**config.mk**
```make
export PLATFORM = sky130hd
export DESIGN_NAME = link_queue_ctrl_flat
export DESIGN_NICKNAME = d
export VERILOG_FILES = /design/src/rtl/link_queue_ctrl_if.sv /design/src/rtl/link_queue_ctrl.sv /design/src/flat_wrapper.sv
export SDC_FILE = /design/constraint.sdc
export NUM_CORES = 1
export LEC_CHECK = 0
export BUFFER_PORTS_ARGS = -buffer_cell sky130_fd_sc_hd__buf_2
export CORE_UTILIZATION = 40
export CTS_CLUSTER_DIAMETER = 60
export DETAILED_ROUTE_END_ITERATION = 16
export MAX_ROUTING_LAYER = met4
export SLEW_MARGIN = 40
export SYNTH_ARGS = -nofsm -noshare
export SYNTH_HDL_FRONTEND = slang
export SYNTH_SLANG_ARGS = --single-unit
```
**constraint.sdc**
```tcl
create_clock -name clk -period 2.25 [get_ports clk]
set_clock_uncertainty 0.15 [all_clocks]
set_input_delay 0.45 -clock clk [delete_from_list [all_inputs] [get_ports clk]]
set_output_delay 0.45 -clock clk [all_outputs]
set_load 0.01 [all_outputs]
```
**src/rtl/link_queue_ctrl_if.sv**
```systemverilog
// Push/pop handshake and node-RAM bus of link_queue_ctrl.
// The controller connects through the slave modport; the traffic source and RAM connect through master.
interface link_queue_ctrl_if #(
  parameter int DATA_WIDTH = 8,
  parameter int ADDR_WIDTH = 4
);
  logic                             push_valid;
  logic [DATA_WIDTH-1:0]            push_data;
  logic                             push_ready;
  logic                             pop_valid;
  logic                             pop_ready;
  logic [DATA_WIDTH-1:0]            pop_data;
  logic                             pop_data_valid;
  logic                             ram_write_req;
  logic [ADDR_WIDTH-1:0]            ram_addr;
  logic [ADDR_WIDTH+DATA_WIDTH-1:0] ram_write_data;
  logic [ADDR_WIDTH+DATA_WIDTH-1:0] ram_read_data;

  modport slave (
    input  push_valid, push_data, pop_valid, ram_read_data,
    output push_ready, pop_ready, pop_data, pop_data_valid,
           ram_write_req, ram_addr, ram_write_data
  );

  modport master (
    output push_valid, push_data, pop_valid, ram_read_data,
    input  push_ready, pop_ready, pop_data, pop_data_valid,
           ram_write_req, ram_addr, ram_write_data
  );
endinterface

```
**src/rtl/link_queue_ctrl.sv**
```systemverilog
// Linked-list FIFO controller: builds a free list in a single-port node RAM, then serves push/pop.
// Define LINK_QUEUE_ERR_EN to add sticky err_overflow / err_underflow outputs.
module link_queue_ctrl #(
  parameter int DATA_WIDTH = 8,
  parameter int ADDR_WIDTH = 4
) (
  input  logic                clk,
  input  logic                rst_n,
  link_queue_ctrl_if.slave    bus,
  output logic [ADDR_WIDTH:0] count,
  output logic                empty,
  output logic                full,
  output logic                init_done
`ifdef LINK_QUEUE_ERR_EN
  ,
  output logic                err_overflow,
  output logic                err_underflow
`endif
);

  localparam int DEPTH      = 32'd1 << ADDR_WIDTH;
  localparam int WORD_WIDTH = ADDR_WIDTH + DATA_WIDTH;
  localparam logic [ADDR_WIDTH:0] DEPTH_CNT = (ADDR_WIDTH+1)'(DEPTH);

  typedef enum logic [2:0] {
    ST_RST       = 3'd0,
    ST_INIT      = 3'd1,
    ST_IDLE      = 3'd2,
    ST_RD        = 3'd3,
    ST_PUSH_NODE = 3'd4,
    ST_PUSH_LINK = 3'd5,
    ST_POP_FREE  = 3'd6
  } state_t;

  function automatic logic [WORD_WIDTH-1:0] pack_node(
    input logic [ADDR_WIDTH-1:0] next,
    input logic [DATA_WIDTH-1:0] payload
  );
    return {next, payload};
  endfunction

  state_t                state_q, state_d;
  logic [ADDR_WIDTH:0]   init_idx_q, init_idx_d;
  logic [ADDR_WIDTH-1:0] head_q, head_d;
  logic [ADDR_WIDTH-1:0] tail_q, tail_d;
  logic [ADDR_WIDTH-1:0] free_head_q, free_head_d;
  logic [ADDR_WIDTH-1:0] new_node_q, new_node_d;
  logic [DATA_WIDTH-1:0] tail_data_q, tail_data_d;
  logic [DATA_WIDTH-1:0] data_q, data_d;
  logic [DATA_WIDTH-1:0] pop_data_q, pop_data_d;
  logic [ADDR_WIDTH:0]   count_q, count_d;
  logic                  op_pop_q, op_pop_d;
  logic                  pop_data_valid_q, pop_data_valid_d;
  logic                  init_done_q, init_done_d;
`ifdef LINK_QUEUE_ERR_EN
  logic                  err_overflow_q, err_overflow_d;
  logic                  err_underflow_q, err_underflow_d;
`endif

  logic                  idle_s, empty_s, full_s;
  logic                  push_ready_s, pop_ready_s, push_fire_s, pop_fire_s;
  logic [ADDR_WIDTH-1:0] rd_next_s;
  logic [DATA_WIDTH-1:0] rd_payload_s;
  logic                  ram_write_req_s;
  logic [ADDR_WIDTH-1:0] ram_addr_s;
  logic [WORD_WIDTH-1:0] ram_write_data_s;

  assign idle_s       = (state_q == ST_IDLE);
  assign empty_s      = (count_q == {(ADDR_WIDTH+1){1'b0}});
  assign full_s       = (count_q == DEPTH_CNT);
  assign rd_next_s    = bus.ram_read_data[WORD_WIDTH-1:DATA_WIDTH];
  assign rd_payload_s = bus.ram_read_data[DATA_WIDTH-1:0];

  // A pending pop blocks the push so that the pop is always served first.
  assign pop_ready_s  = idle_s && !empty_s;
  assign push_ready_s = idle_s && !full_s && !(bus.pop_valid && !empty_s);
  assign pop_fire_s   = bus.pop_valid && pop_ready_s;
  assign push_fire_s  = bus.push_valid && push_ready_s;

  // Next-state and register update for the list controller.
  always_comb begin
    state_d          = state_q;
    init_idx_d       = init_idx_q;
    head_d           = head_q;
    tail_d           = tail_q;
    free_head_d      = free_head_q;
    new_node_d       = new_node_q;
    tail_data_d      = tail_data_q;
    data_d           = data_q;
    pop_data_d       = pop_data_q;
    count_d          = count_q;
    op_pop_d         = op_pop_q;
    pop_data_valid_d = 1'b0;
    init_done_d      = init_done_q;
`ifdef LINK_QUEUE_ERR_EN
    err_overflow_d   = err_overflow_q;
    err_underflow_d  = err_underflow_q;
`endif
    case (state_q)
      ST_RST: begin
        init_idx_d = {(ADDR_WIDTH+1){1'b0}};
        state_d    = ST_INIT;
      end
      ST_INIT: begin
        // One extra cycle after the last node write publishes the free list.
        if (init_idx_q == DEPTH_CNT) begin
          free_head_d = {ADDR_WIDTH{1'b0}};
          init_done_d = 1'b1;
          state_d     = ST_IDLE;
        end else begin
          init_idx_d = init_idx_q + (ADDR_WIDTH+1)'(1'b1);
        end
      end
      ST_IDLE: begin
        if (pop_fire_s) begin
          op_pop_d = 1'b1;
          state_d  = ST_RD;
        end else if (push_fire_s) begin
          op_pop_d = 1'b0;
          data_d   = bus.push_data;
          state_d  = ST_RD;
        end else begin
          state_d = ST_IDLE;
        end
`ifdef LINK_QUEUE_ERR_EN
        if (bus.push_valid && full_s) begin
          err_overflow_d = 1'b1;
        end else begin
          err_overflow_d = err_overflow_q;
        end
        if (bus.pop_valid && empty_s) begin
          err_underflow_d = 1'b1;
        end else begin
          err_underflow_d = err_underflow_q;
        end
`endif
      end
      ST_RD: begin
        if (op_pop_q) begin
          state_d = ST_POP_FREE;
        end else begin
          state_d = ST_PUSH_NODE;
        end
      end
      ST_PUSH_NODE: begin
        new_node_d  = free_head_q;
        free_head_d = rd_next_s;
        if (empty_s) begin
          head_d      = free_head_q;
          tail_d      = free_head_q;
          tail_data_d = data_q;
          count_d     = count_q + (ADDR_WIDTH+1)'(1'b1);
          state_d     = ST_IDLE;
        end else begin
          state_d = ST_PUSH_LINK;
        end
      end
      ST_PUSH_LINK: begin
        tail_d      = new_node_q;
        tail_data_d = data_q;
        count_d     = count_q + (ADDR_WIDTH+1)'(1'b1);
        state_d     = ST_IDLE;
      end
      ST_POP_FREE: begin
        pop_data_d       = rd_payload_s;
        pop_data_valid_d = 1'b1;
        head_d           = rd_next_s;
        free_head_d      = head_q;
        count_d          = count_q - (ADDR_WIDTH+1)'(1'b1);
        state_d          = ST_IDLE;
      end
      default: begin
        state_d = ST_RST;
      end
    endcase
  end

  // RAM request decode: the address and word follow directly from state and pointers.
  always_comb begin
    ram_write_req_s  = 1'b0;
    ram_addr_s       = {ADDR_WIDTH{1'b0}};
    ram_write_data_s = {WORD_WIDTH{1'b0}};
    case (state_q)
      ST_INIT: begin
        if (init_idx_q != DEPTH_CNT) begin
          ram_write_req_s  = 1'b1;
          ram_addr_s       = init_idx_q[ADDR_WIDTH-1:0];
          ram_write_data_s = pack_node(init_idx_q[ADDR_WIDTH-1:0] + ADDR_WIDTH'(1'b1),
                                       {DATA_WIDTH{1'b0}});
        end else begin
          ram_write_req_s = 1'b0;
        end
      end
      ST_RD: begin
        if (op_pop_q) begin
          ram_addr_s = head_q;
        end else begin
          ram_addr_s = free_head_q;
        end
      end
      ST_PUSH_NODE: begin
        ram_write_req_s  = 1'b1;
        ram_addr_s       = free_head_q;
        ram_write_data_s = pack_node({ADDR_WIDTH{1'b0}}, data_q);
      end
      ST_PUSH_LINK: begin
        ram_write_req_s  = 1'b1;
        ram_addr_s       = tail_q;
        ram_write_data_s = pack_node(new_node_q, tail_data_q);
      end
      ST_POP_FREE: begin
        ram_write_req_s  = 1'b1;
        ram_addr_s       = head_q;
        ram_write_data_s = pack_node(free_head_q, {DATA_WIDTH{1'b0}});
      end
      default: begin
        ram_write_req_s = 1'b0;
      end
    endcase
  end

  // State and datapath registers.
  always_ff @(posedge clk or negedge rst_n) begin
    if (!rst_n) begin
      state_q          <= ST_RST;
      init_idx_q       <= {(ADDR_WIDTH+1){1'b0}};
      head_q           <= {ADDR_WIDTH{1'b0}};
      tail_q           <= {ADDR_WIDTH{1'b0}};
      free_head_q      <= {ADDR_WIDTH{1'b0}};
      new_node_q       <= {ADDR_WIDTH{1'b0}};
      tail_data_q      <= {DATA_WIDTH{1'b0}};
      data_q           <= {DATA_WIDTH{1'b0}};
      pop_data_q       <= {DATA_WIDTH{1'b0}};
      count_q          <= {(ADDR_WIDTH+1){1'b0}};
      op_pop_q         <= 1'b0;
      pop_data_valid_q <= 1'b0;
      init_done_q      <= 1'b0;
`ifdef LINK_QUEUE_ERR_EN
      err_overflow_q   <= 1'b0;
      err_underflow_q  <= 1'b0;
`endif
    end else begin
      state_q          <= state_d;
      init_idx_q       <= init_idx_d;
      head_q           <= head_d;
      tail_q           <= tail_d;
      free_head_q      <= free_head_d;
      new_node_q       <= new_node_d;
      tail_data_q      <= tail_data_d;
      data_q           <= data_d;
      pop_data_q       <= pop_data_d;
      count_q          <= count_d;
      op_pop_q         <= op_pop_d;
      pop_data_valid_q <= pop_data_valid_d;
      init_done_q      <= init_done_d;
`ifdef LINK_QUEUE_ERR_EN
      err_overflow_q   <= err_overflow_d;
      err_underflow_q  <= err_underflow_d;
`endif
    end
  end

  assign bus.push_ready     = push_ready_s;
  assign bus.pop_ready      = pop_ready_s;
  assign bus.pop_data       = pop_data_q;
  assign bus.pop_data_valid = pop_data_valid_q;
  assign bus.ram_write_req  = ram_write_req_s;
  assign bus.ram_addr       = ram_addr_s;
  assign bus.ram_write_data = ram_write_data_s;
  assign count              = count_q;
  assign empty              = empty_s;
  assign full               = full_s;
  assign init_done          = init_done_q;
`ifdef LINK_QUEUE_ERR_EN
  assign err_overflow       = err_overflow_q;
  assign err_underflow      = err_underflow_q;
`endif

endmodule

```
**src/flat_wrapper.sv**
```systemverilog
// flat-port wrapper written by rule: the top's interface ports become plain ports
module link_queue_ctrl_flat 
#(
  parameter int DATA_WIDTH = 8,
  parameter int ADDR_WIDTH = 4
)
  (clk, rst_n, count, empty, full, init_done, bus_push_valid, bus_push_data, bus_pop_valid, bus_ram_read_data, bus_push_ready, bus_pop_ready, bus_pop_data, bus_pop_data_valid, bus_ram_write_req, bus_ram_addr, bus_ram_write_data);
  link_queue_ctrl_if #(.DATA_WIDTH(DATA_WIDTH), .ADDR_WIDTH(ADDR_WIDTH)) bus_i ();
  input  logic clk;
  input  logic rst_n;
  output logic [ADDR_WIDTH:0] count;
  output logic empty;
  output logic full;
  output logic init_done;
  input wire logic [$bits(bus_i.push_valid)-1:0] bus_push_valid;
  input wire logic [$bits(bus_i.push_data)-1:0] bus_push_data;
  input wire logic [$bits(bus_i.pop_valid)-1:0] bus_pop_valid;
  input wire logic [$bits(bus_i.ram_read_data)-1:0] bus_ram_read_data;
  output wire logic [$bits(bus_i.push_ready)-1:0] bus_push_ready;
  output wire logic [$bits(bus_i.pop_ready)-1:0] bus_pop_ready;
  output wire logic [$bits(bus_i.pop_data)-1:0] bus_pop_data;
  output wire logic [$bits(bus_i.pop_data_valid)-1:0] bus_pop_data_valid;
  output wire logic [$bits(bus_i.ram_write_req)-1:0] bus_ram_write_req;
  output wire logic [$bits(bus_i.ram_addr)-1:0] bus_ram_addr;
  output wire logic [$bits(bus_i.ram_write_data)-1:0] bus_ram_write_data;
  assign bus_i.push_valid = bus_push_valid;
  assign bus_i.push_data = bus_push_data;
  assign bus_i.pop_valid = bus_pop_valid;
  assign bus_i.ram_read_data = bus_ram_read_data;
  assign bus_push_ready = bus_i.push_ready;
  assign bus_pop_ready = bus_i.pop_ready;
  assign bus_pop_data = bus_i.pop_data;
  assign bus_pop_data_valid = bus_i.pop_data_valid;
  assign bus_ram_write_req = bus_i.ram_write_req;
  assign bus_ram_addr = bus_i.ram_addr;
  assign bus_ram_write_data = bus_i.ram_write_data;
  link_queue_ctrl #(.DATA_WIDTH(DATA_WIDTH), .ADDR_WIDTH(ADDR_WIDTH)) u_core (.clk(clk), .rst_n(rst_n), .bus(bus_i), .count(count), .empty(empty), .full(full), .init_done(init_done));
endmodule
```
# Yosys cells after proc, flatten, opt, wreduce, memory -nomap -nowiden
# Cells that the tools add are included.
[word_totals]
word_cells = 84
mem_count = 0
latchBits = 0
out_inout_bits = 36
register_bits = 56
rom_bits = 0
ram_bits = 0
inputBits = 24
[op_classes]
n_reduce_logical = 27
eq_ne = 12
n_lt_le_gt_ge = 0
mux = 27
multipliers = 0
shifts = 0
n_addsub = 4
bitwise_logic = 1
div = 0
[op_table]
columns = ["op", "count"]
rows = [
  ["12-bit case mux with 4 select lines", 1],
  ["4-bit case mux with 5 select lines", 1],
  ["3-bit case mux with 6 select lines", 1],
  ["4-bit two-way mux", 4],
  ["4-bit case mux with 2 select lines", 2],
  ["8-bit case mux with 2 select lines", 1],
  ["5-bit case mux with 3 select lines", 1],
  ["2-bit AND reduction", 7],
  ["12-bit two-way mux", 1],
  ["4-bit case mux with 3 select lines", 1],
  ["5-bit by 1-bit adder with 5-bit output (second input constant)", 2],
  ["5-bit equality test (second input constant)", 2],
  ["5-bit two-way mux", 2],
  ["5-bit case mux with 2 select lines", 1],
  ["3-bit equality test (second input constant)", 3],
  ["3-bit two-way mux", 3],
  ["8-bit two-way mux", 1],
  ["2-bit nonzero test", 4],
  ["3-bit by 2-bit equality test with 1-bit output (second input constant)", 2],
  ["1-bit logical AND", 6],
  ["3-bit nonzero test", 2],
  ["5-bit logical NOT", 1],
  ["1-bit two-way mux", 5],
  ["5-bit inequality test (second input constant)", 1],
  ["other kinds (13)", 16],
]

# Longest topological paths before layout
# Gate-level depths: netlist (run 1).
[logic_depth]
ltp_word = 9
depth_mapped = 9
ltp_nobuf = 7

# Least setup slack after synthesis (run 1)
# OpenSTA, ideal clock, no wires.
[synth_timing]
path_kind = "reg-to-reg"
startpoint = "register u_core.state_q[1]"
endpoint = "register u_core.count_q[4] (netlist: u_core.count[4])"
setup_slack_ps = -185
setup_ps = 80
path_stages_with_launch = 10
t_arrival_ps = 2205
path_cell_list = "dfrtp_1 clkbuf_1 nand3b_1 inv_1 buf_1 ha_1 a21oi_1 a21oi_1 nor3_1 xnor2_1"
[synth_between]
elab_chain_len = 3
word_cells_on_any_way = 7
classes_between = "eq/ne: 4; mux: 1; reduce/logical: 2"
[synth_rtl]
columns = ["element", "line", "source"]
rows = [
  ["start: declaration", "link_queue_ctrl.sv:42", "state_t state_q, state_d;"],
  ["start signal: assignment", "link_queue_ctrl.sv:243", "state_q <= state_d;"],
  ["3-bit equality test", "link_queue_ctrl.sv:99", "case (state_q)"],
  ["2-bit by 1-bit inequality test with 1-bit output (no source line) / 3-bit nonzero test (equally long branches)", "-", ""],
  ["2-bit AND reduction (no source line)", "-", ""],
  ["end signal: assignment", "link_queue_ctrl.sv:234", "count_q <= {(ADDR_WIDTH+1){1'b0}};"],
  ["end signal: assignment", "link_queue_ctrl.sv:252", "count_q <= count_d;"],
  ["end: declaration", "link_queue_ctrl.sv:51", "logic [ADDR_WIDTH:0] count_q, count_d;"],
]
# Several ways; a longest one is shown, not always the timed one.
# A chain may end at the register's enable or synchronous reset.

# Final worst setup path (run 1)
[layout_timing]
startpoint = "register u_core.init_idx_q[0]"
endpoint = "output bus_ram_addr[1]"
[layout_between]
elab_chain_len = 3
[layout_rtl]
columns = ["element", "line", "source"]
rows = [
  ["start: declaration", "link_queue_ctrl.sv:43", "logic [ADDR_WIDTH:0] init_idx_q, init_idx_d;"],
  ["start signal: assignment", "link_queue_ctrl.sv:226", "init_idx_q <= {(ADDR_WIDTH+1){1'b0}};"],
  ["start signal: assignment", "link_queue_ctrl.sv:244", "init_idx_q <= init_idx_d;"],
  ["5-bit inequality test", "link_queue_ctrl.sv:185", "if (init_idx_q != DEPTH_CNT) begin"],
  ["4-bit two-way mux", "link_queue_ctrl.sv:185", ""],
  ["4-bit case mux with 5 select lines", "link_queue_ctrl.sv:183", "case (state_q)"],
  ["end: declaration", "flat_wrapper.sv:24", "output wire logic [$bits(bus_i.ram_addr)-1:0] bus_ram_addr;"],
]
# No other way between the ends.

==> results.md, run 1 <==
- First-pass GRT wire length: roughly 12,000 um
- Overall Global Routing Usage: 0.2049
- Gp weighted congestion: between 0.8 and 0.9
- Worst slack at placement: -0.009799 ns
- Synth Cell Area: just over 0.003 mm^2
- Full die area: between 0.007 and 0.008 mm^2
- Max_cap viols: 0
- Actual slew at the worst max-slew pin: between 0.3 and 0.4 ns
- Register area share after synthesis: 0.4638
- Num CTS Buffers: 5
- CTS Buffer Depth: 2
- FILL cells: ~670
- Post-DP HPWL: 5157 um
- YS warnings: 0
- Leak Pwr: 1.995 nW
- Failing checks: negative setup slack
- FMAX: approximately 420 MHz
- Drt wl/cell: 15.62 um
- Area added between synthesis and finish: 33.58%
- Tcrit/Tclk final: 1.058
- Post-Syn Nets: 321
- Via count: 2,530
- CTS tree: built
- Finished Cell Area: 0.004036 mm^2
- Commonest non-fill, non-tap cells in the layout: buf_2 (59), dfrtp_1 (52), buf_4 (43)
- Total power: ~5.7 mW
- Total gr overflow: 0
- # rows: 31
- WL final: approximately 7600 um
- Main flop type after synthesis: dfrtp_1
- Final Hold Vio Count: 0
- DP Cell Count: 462
- RSZ-0062 raised after global routing: true
- Via density: 5.174
- Fin. max-slew vios: 0
- CP max FO: 5
- Startpoint Class: register
- Worst setup path category: register to output pin
- Most common cell after layout, fill and taps aside: buf_2
- Die width: about 89 um
- Setup WS post-layout: -0.1302 ns
- Max VDD drop: 419.0 uV
- Syn_area_per_cell: 10.38 um^2
- Hold crit path type: input port to register
- DRC: 0
- ANT nets after route: 0
- PortBufs: 59
- Largest net degree at the start of global routing: 57
- Total Nets Final: between 400 and 500
- Layout cell share with drive strength beyond 1: 0.4410
- Setup violators final: 5
- Root buf cell: clkbuf_8
- Die Y: 88.92 um
- Status: finished with violations
- Distinct cells, synth: 41
- Finished Layout Cells: 489
- Slowest CP cell: dfrtp_1
- CTS sink cnt: 56
- Async SR Flop Fraction: 1.000
- Crit end category: output pin
- Htree depth: 2
- Crit-path cells: inv_2 > ha_4 > nor4bb_4 > nor3_4 > a221o_1 > buf_2
- Initial core utilization: 0.4144
- Initial antenna violation count: 0
- Area after DPL: between 0.003 and 0.004 mm^2
- Clk_lat worst skew: 0.31 ns
- #FFs+latches synth: 56
- Clock period minus worst slack: 2.380 ns
- CP peak stage delay: roughly 0.41 ns
- WP data arrival: 1.78 ns
- Ant diodes: 0
- Pwr/cell area: about 1400 mW/mm^2
- Initial drt markers: approximately 140
- Post-Syn Instances: roughly 290
- Post-synth EDFFs: 0
- Drt first pass iters: 4
- Slew headroom: 0.7516
- Number of global-route vias before repair: 2,358
- Critical Path RT: 1.65 ns
- Top Ports: 60
- Core ar.: 0.007292 mm^2
- Fin Hold WS: approximately 0.17 ns
- CTS clk-pin slew, worst paths: 0.10 ns
[worst max-delay path: cells and delay by family (launching register included)]
kind,cells,cell delay [ns]
AOI/OAI and AO/OA,1,0.34
adders and majority gates,1,0.13
buffers and inverters,2,0.22
DFF,1,0.41
and+or+nand+nor,2,0.37
[final timing paths]
path	from	end	slack (ns)	depth (start not counted)
setup / recovery	u_core.init_idx_q[0]	bus_ram_addr[1]	-0.13	6
hold / removal	bus_ram_read_data[5]	u_core.bus.pop_data[5]	0.17	3
setup reg to reg	u_core.count[1]	u_core.tail_q[1]	0.04	8
hold reg to reg	u_core.bus.pop_data[0]	u_core.bus.pop_data[0]	0.33	2
max in group asynchronous	rst_n	u_core.state_q[2]	1.16	3
min in group asynchronous	rst_n	u_core.bus.pop_data[0]	0.51	3
[stage by stage]
| step | util | setup TNS [ns] |
|---|---|---|
| after floorplan | - | 0 |
| after detailed placement | 0.4983 | -0.009799 |
| final | 0.5535 | -0.5308 |
| after CTS | 0.5326 | -0.4657 |
| after global placement | 0.4983 | 0 |
| after global routing | 0.5535 | -1.168 |
[cells by family after synthesis]
family	Yosys count	synth area share
buffers and inverters	26	0.03437
and+or+nand+nor	89	0.1462
muxes	46	0.1735
AOI/OAI and AO/OA	63	0.1404
DFF	56	0.4638
adders and majority gates	6	0.02733
xor gates and xnor gates	5	0.01450
[power breakdown]
group / total (mW) / internal (mW) / switching, mW
sequential: 1.87 / 1.46 / 0.414
clock: 0.575 / 0.224 / 0.350
combinational: 3.24 / 1.74 / 1.50
[synthesized netlist by cell type (4+ instances only)]
library cell	instances	area share
a21oi_1	15	0.025
mux2_4	8	0.040
a221o_1	4	0.013
ha_1	5	0.021
and2_1	4	0.0083
nor3_1	6	0.0099
clkbuf_1	11	0.014
nand2_1	35	0.043
dfrtp_1	56	0.46
o21ai_0	10	0.017
o22ai_1	11	0.023
nand3_1	6	0.0099
a22o_1	6	0.017
nor2_1	18	0.022
nor2b_1	4	0.0083
o2bb2ai_1	4	0.012
nand2b_1	5	0.010
mux2_2	19	0.071
a21o_1	5	0.012
mux2i_1	19	0.063
inv_1	9	0.011
[layout make-up]
class,count,area (um^2),area share
multi-input combinational,209,1645,0.4076
sequential,56,1406,0.3484
timing repair buffer,108,732.0,0.1813
tap,99,123.9,0.03069
clock buffer,5,68.82,0.01705
inverter,9,37.54,0.009299
clock inverter,3,22.52,0.005580
[routing by layer]
metal	up-vias	share of wire	GRT usage	wire length, um
li1	1231	-	-	-
met1	1217	0.47	0.2768	3557
met2	69	0.47	0.3119	3570
met3	13	0.043	0.03139	329
met4	0	0.024	0.07771	182
met5	-	0	-	0
[registers in the layout (all words and copies together) (netlist names)]
register,flops
u_core.tail_data_q,8
u_core.bus.pop_data,8
u_core.count,5
u_core.head_q,4
u_core.data_q,8
u_core.op_pop_q,1
u_core.tail_q,4
u_core.init_idx_q,5
u_core.free_head_q,4
u_core.init_done,1
u_core.state_q,3
u_core.new_node_q,4
u_core.bus.pop_data_valid,1
[repair_timing]
action	4_1_cts	5_1_grt
endpoints found under the hold margin	56	0
setup buffers	10	8
hold buffers	1	0
gates cloned	1	0
pin swaps	4	4
endpoints found under the setup margin	8	19
resized for setup	17	20
No activity file was read; power rests on OpenSTA's default activity.
==> run 2: changes to the inputs <==
GPL_TIMING_DRIVEN = 0   (was unset)
==> run 2 against run 1 <==
Setup slack got worse by 0.079 ns. Critical path type unchanged. Largest cell class unchanged. Critical path depth unchanged. Clock-buffer cell count unchanged. Power decreased by 0.98%. Utilization decreased by 0.86 points. First-iteration DRC count unchanged. Via count increased by 0.40%. Critical endpoint is now bus_ram_write_data[10]. The flow still finishes with violations (negative setup slack).
==> results.md, run 2 (synthesis gave the netlist of run 1 again) <==
- Largest net degree at the start of global routing: 57 (unchanged)
- Htree depth: 2 (unchanged)
- Post-DP HPWL: 4948 um (-4.1%)
- Total gr overflow: 0 (unchanged)
- Total power: 5.631 mW (-0.98%)
- Max_cap viols: 0 (unchanged)
- Drt first pass iters: 4 (unchanged)
- Layout cell share with drive strength beyond 1: 0.4357 (-0.005330)
- Ant diodes: 0 (unchanged)
- Core ar.: 0.007292 mm^2 (unchanged)
- Area added between synthesis and finish: 31.51%
- Full die area: 0.007906 mm^2 (unchanged)
- Clock period minus worst slack: 2.459 ns (+0.07925 ns)
- Commonest non-fill, non-tap cells in the layout: buf_2 (58), dfrtp_1 (51), nand2_1 (34)
- PortBufs: 59 (unchanged)
- Via count: 2,540 (+0.40%)
- Worst slack at placement: -0.4998 ns (-0.4900 ns)
- Fin. max-slew vios: 0 (unchanged)
- Finished Cell Area: 0.003974 mm^2 (-1.5%)
- Hold crit path type: input port to asynchronous set/reset pin
- Most common cell after layout, fill and taps aside: buf_2
- Worst setup path category: register to output pin
- Die Y: 88.92 um (unchanged)
- Via density: 5.292 (+2.3%)
- Initial antenna violation count: 0 (unchanged)
- CP max FO: 5 (unchanged)
- RSZ-0062 raised after global routing: true
- FMAX: 406.6 MHz (-3.2%)
- Gp weighted congestion: 0.8323 (-0.13%)
- Buffers & Inverters on Critical Path: 2 (unchanged)
- Initial core utilization: 0.4144 (unchanged)
- Startpoint Class: register
- Final core area utilization: 0.5450 (-0.008580)
- CTS sink cnt: 56 (unchanged)
- Root buf cell: clkbuf_8
- Final Hold Vio Count: 0 (unchanged)
- Clk_lat worst skew: 0.32 ns (about the same)
- Area after DPL: 0.003445 mm^2 (-5.2%)
- Overall Global Routing Usage: 0.2107 (+0.005849)
- Setup WS post-layout: -0.2094 ns (-0.07925 ns)
- Crit end category: output pin
- ANT nets after route: 0 (unchanged)
- Worst path top cell family by delay: flip-flops
- Crit-path cells: inv_1 > ha_4 > nor4bb_4 > nor3_2 > a221o_1 > buf_2
- Leak Pwr: 1.929 nW (-3.3%)
- Hold-fix buffers, CTS: 0 (-1)
- Failing checks: negative setup slack
- First-pass GRT wire length: 12,210 um (+3.6%)
- Drt wl/cell: 15.61 um (about the same)
- Slew headroom: 0.5174 (-0.2341)
- Actual slew at the worst max-slew pin: 0.7239 ns (+0.3541 ns)
- Total Nets Final: 410 (-2.1%)
- Fin Hold WS: 0.02385 ns (-0.1428 ns)
- CTS tree: built
- CP peak stage delay: 0.43 ns (+0.02 ns)
- CTS Buffer Depth: 2 (unchanged)
- # rows: 31 (unchanged)
- Pwr/cell area: 1417 mW/mm^2 (+0.58%)
- DP Cell Count: 449 (-2.8%)
- WP data arrival: 1.86 ns (+0.08 ns)
- Tcrit/Tclk final: 1.093 (+0.03522)
- Num CTS Buffers: 5 (unchanged)
- DRC: 0 (unchanged)
- Flop2flop setup slack: 0.07 ns (+0.03 ns)
- Status: finished with violations
- Die width: 88.92 um (unchanged)
- Total Neg Setup Slack: -0.9721 ns (-0.4413 ns)
- Max VDD drop: 511.9 uV (+22%)
- Initial drt markers: 142 (unchanged)
- Finished Layout Cells: 480 (-1.8%)
- Setup violators final: 6 (+1)
- WL final: 7492 um (-1.9%)
- Top Ports: 60 (unchanged)
- Slowest CP cell: dfrtp_2
- Number of global-route vias before repair: 2,505 (+6.2%)
- CTS clk-pin slew, worst paths: 0.11 ns (about the same)
- Critical Path RT: 1.65 ns (about the same)
## run 2: report_power, final
group | switching [mW] | total [mW] | internal, mW
Clock | 0.358 | 0.588 | 0.230
Sequential | 0.412 | 1.87 | 1.46
Combinational | 1.52 | 3.17 | 1.65
Total | 2.29 | 5.63 | 3.34
## run 2: worst paths after layout
| check | to | cells past startpoint | start |
|---|---|---|---|
| max | bus_ram_write_data[10] | 6 | u_core.init_idx_q[0] |
| min | u_core.bus.pop_data[0] | 1 | rst_n |
| max reg2reg | u_core.data_q[4] | 6 | u_core.count[2] |
| min reg2reg | u_core.bus.pop_data[1] | 2 | u_core.bus.pop_data[1] |
| max in group asynchronous | u_core.count[1] | 1 | rst_n |
| min in group clk | u_core.bus.pop_data[2] | 3 | bus_ram_read_data[2] |
## run 2: layer usage
metal / up-vias / part of all wire / GRT usage
li1: 1214 / - / -
met1: 1243 / 0.45 / 0.2800
met2: 73 / 0.48 / 0.3280
met3: 10 / 0.050 / 0.03047
met4: 0 / 0.016 / 0.07918
met5: - / 0 / -
## run 2: repair_timing
item                                    in CTS  in global routing
hold endpoints to repair                     0                  0
pin swaps                                   11                  2
endpoints found under the setup margin      43                 32
gates resized for setup                     54                 20
setup buffers                               21                  5
## run 2: cell type report
cell class,instances,area (um^2)
clock inverters,3,26.28
multi-input cells,209,1639
fillers,679,3318
well taps,99,123.9
repair buffers,85,499.2
inverters,9,40.04
flip-flops and latches,56,1408
clock buffers,5,68.82
plain buffers,14,168.9
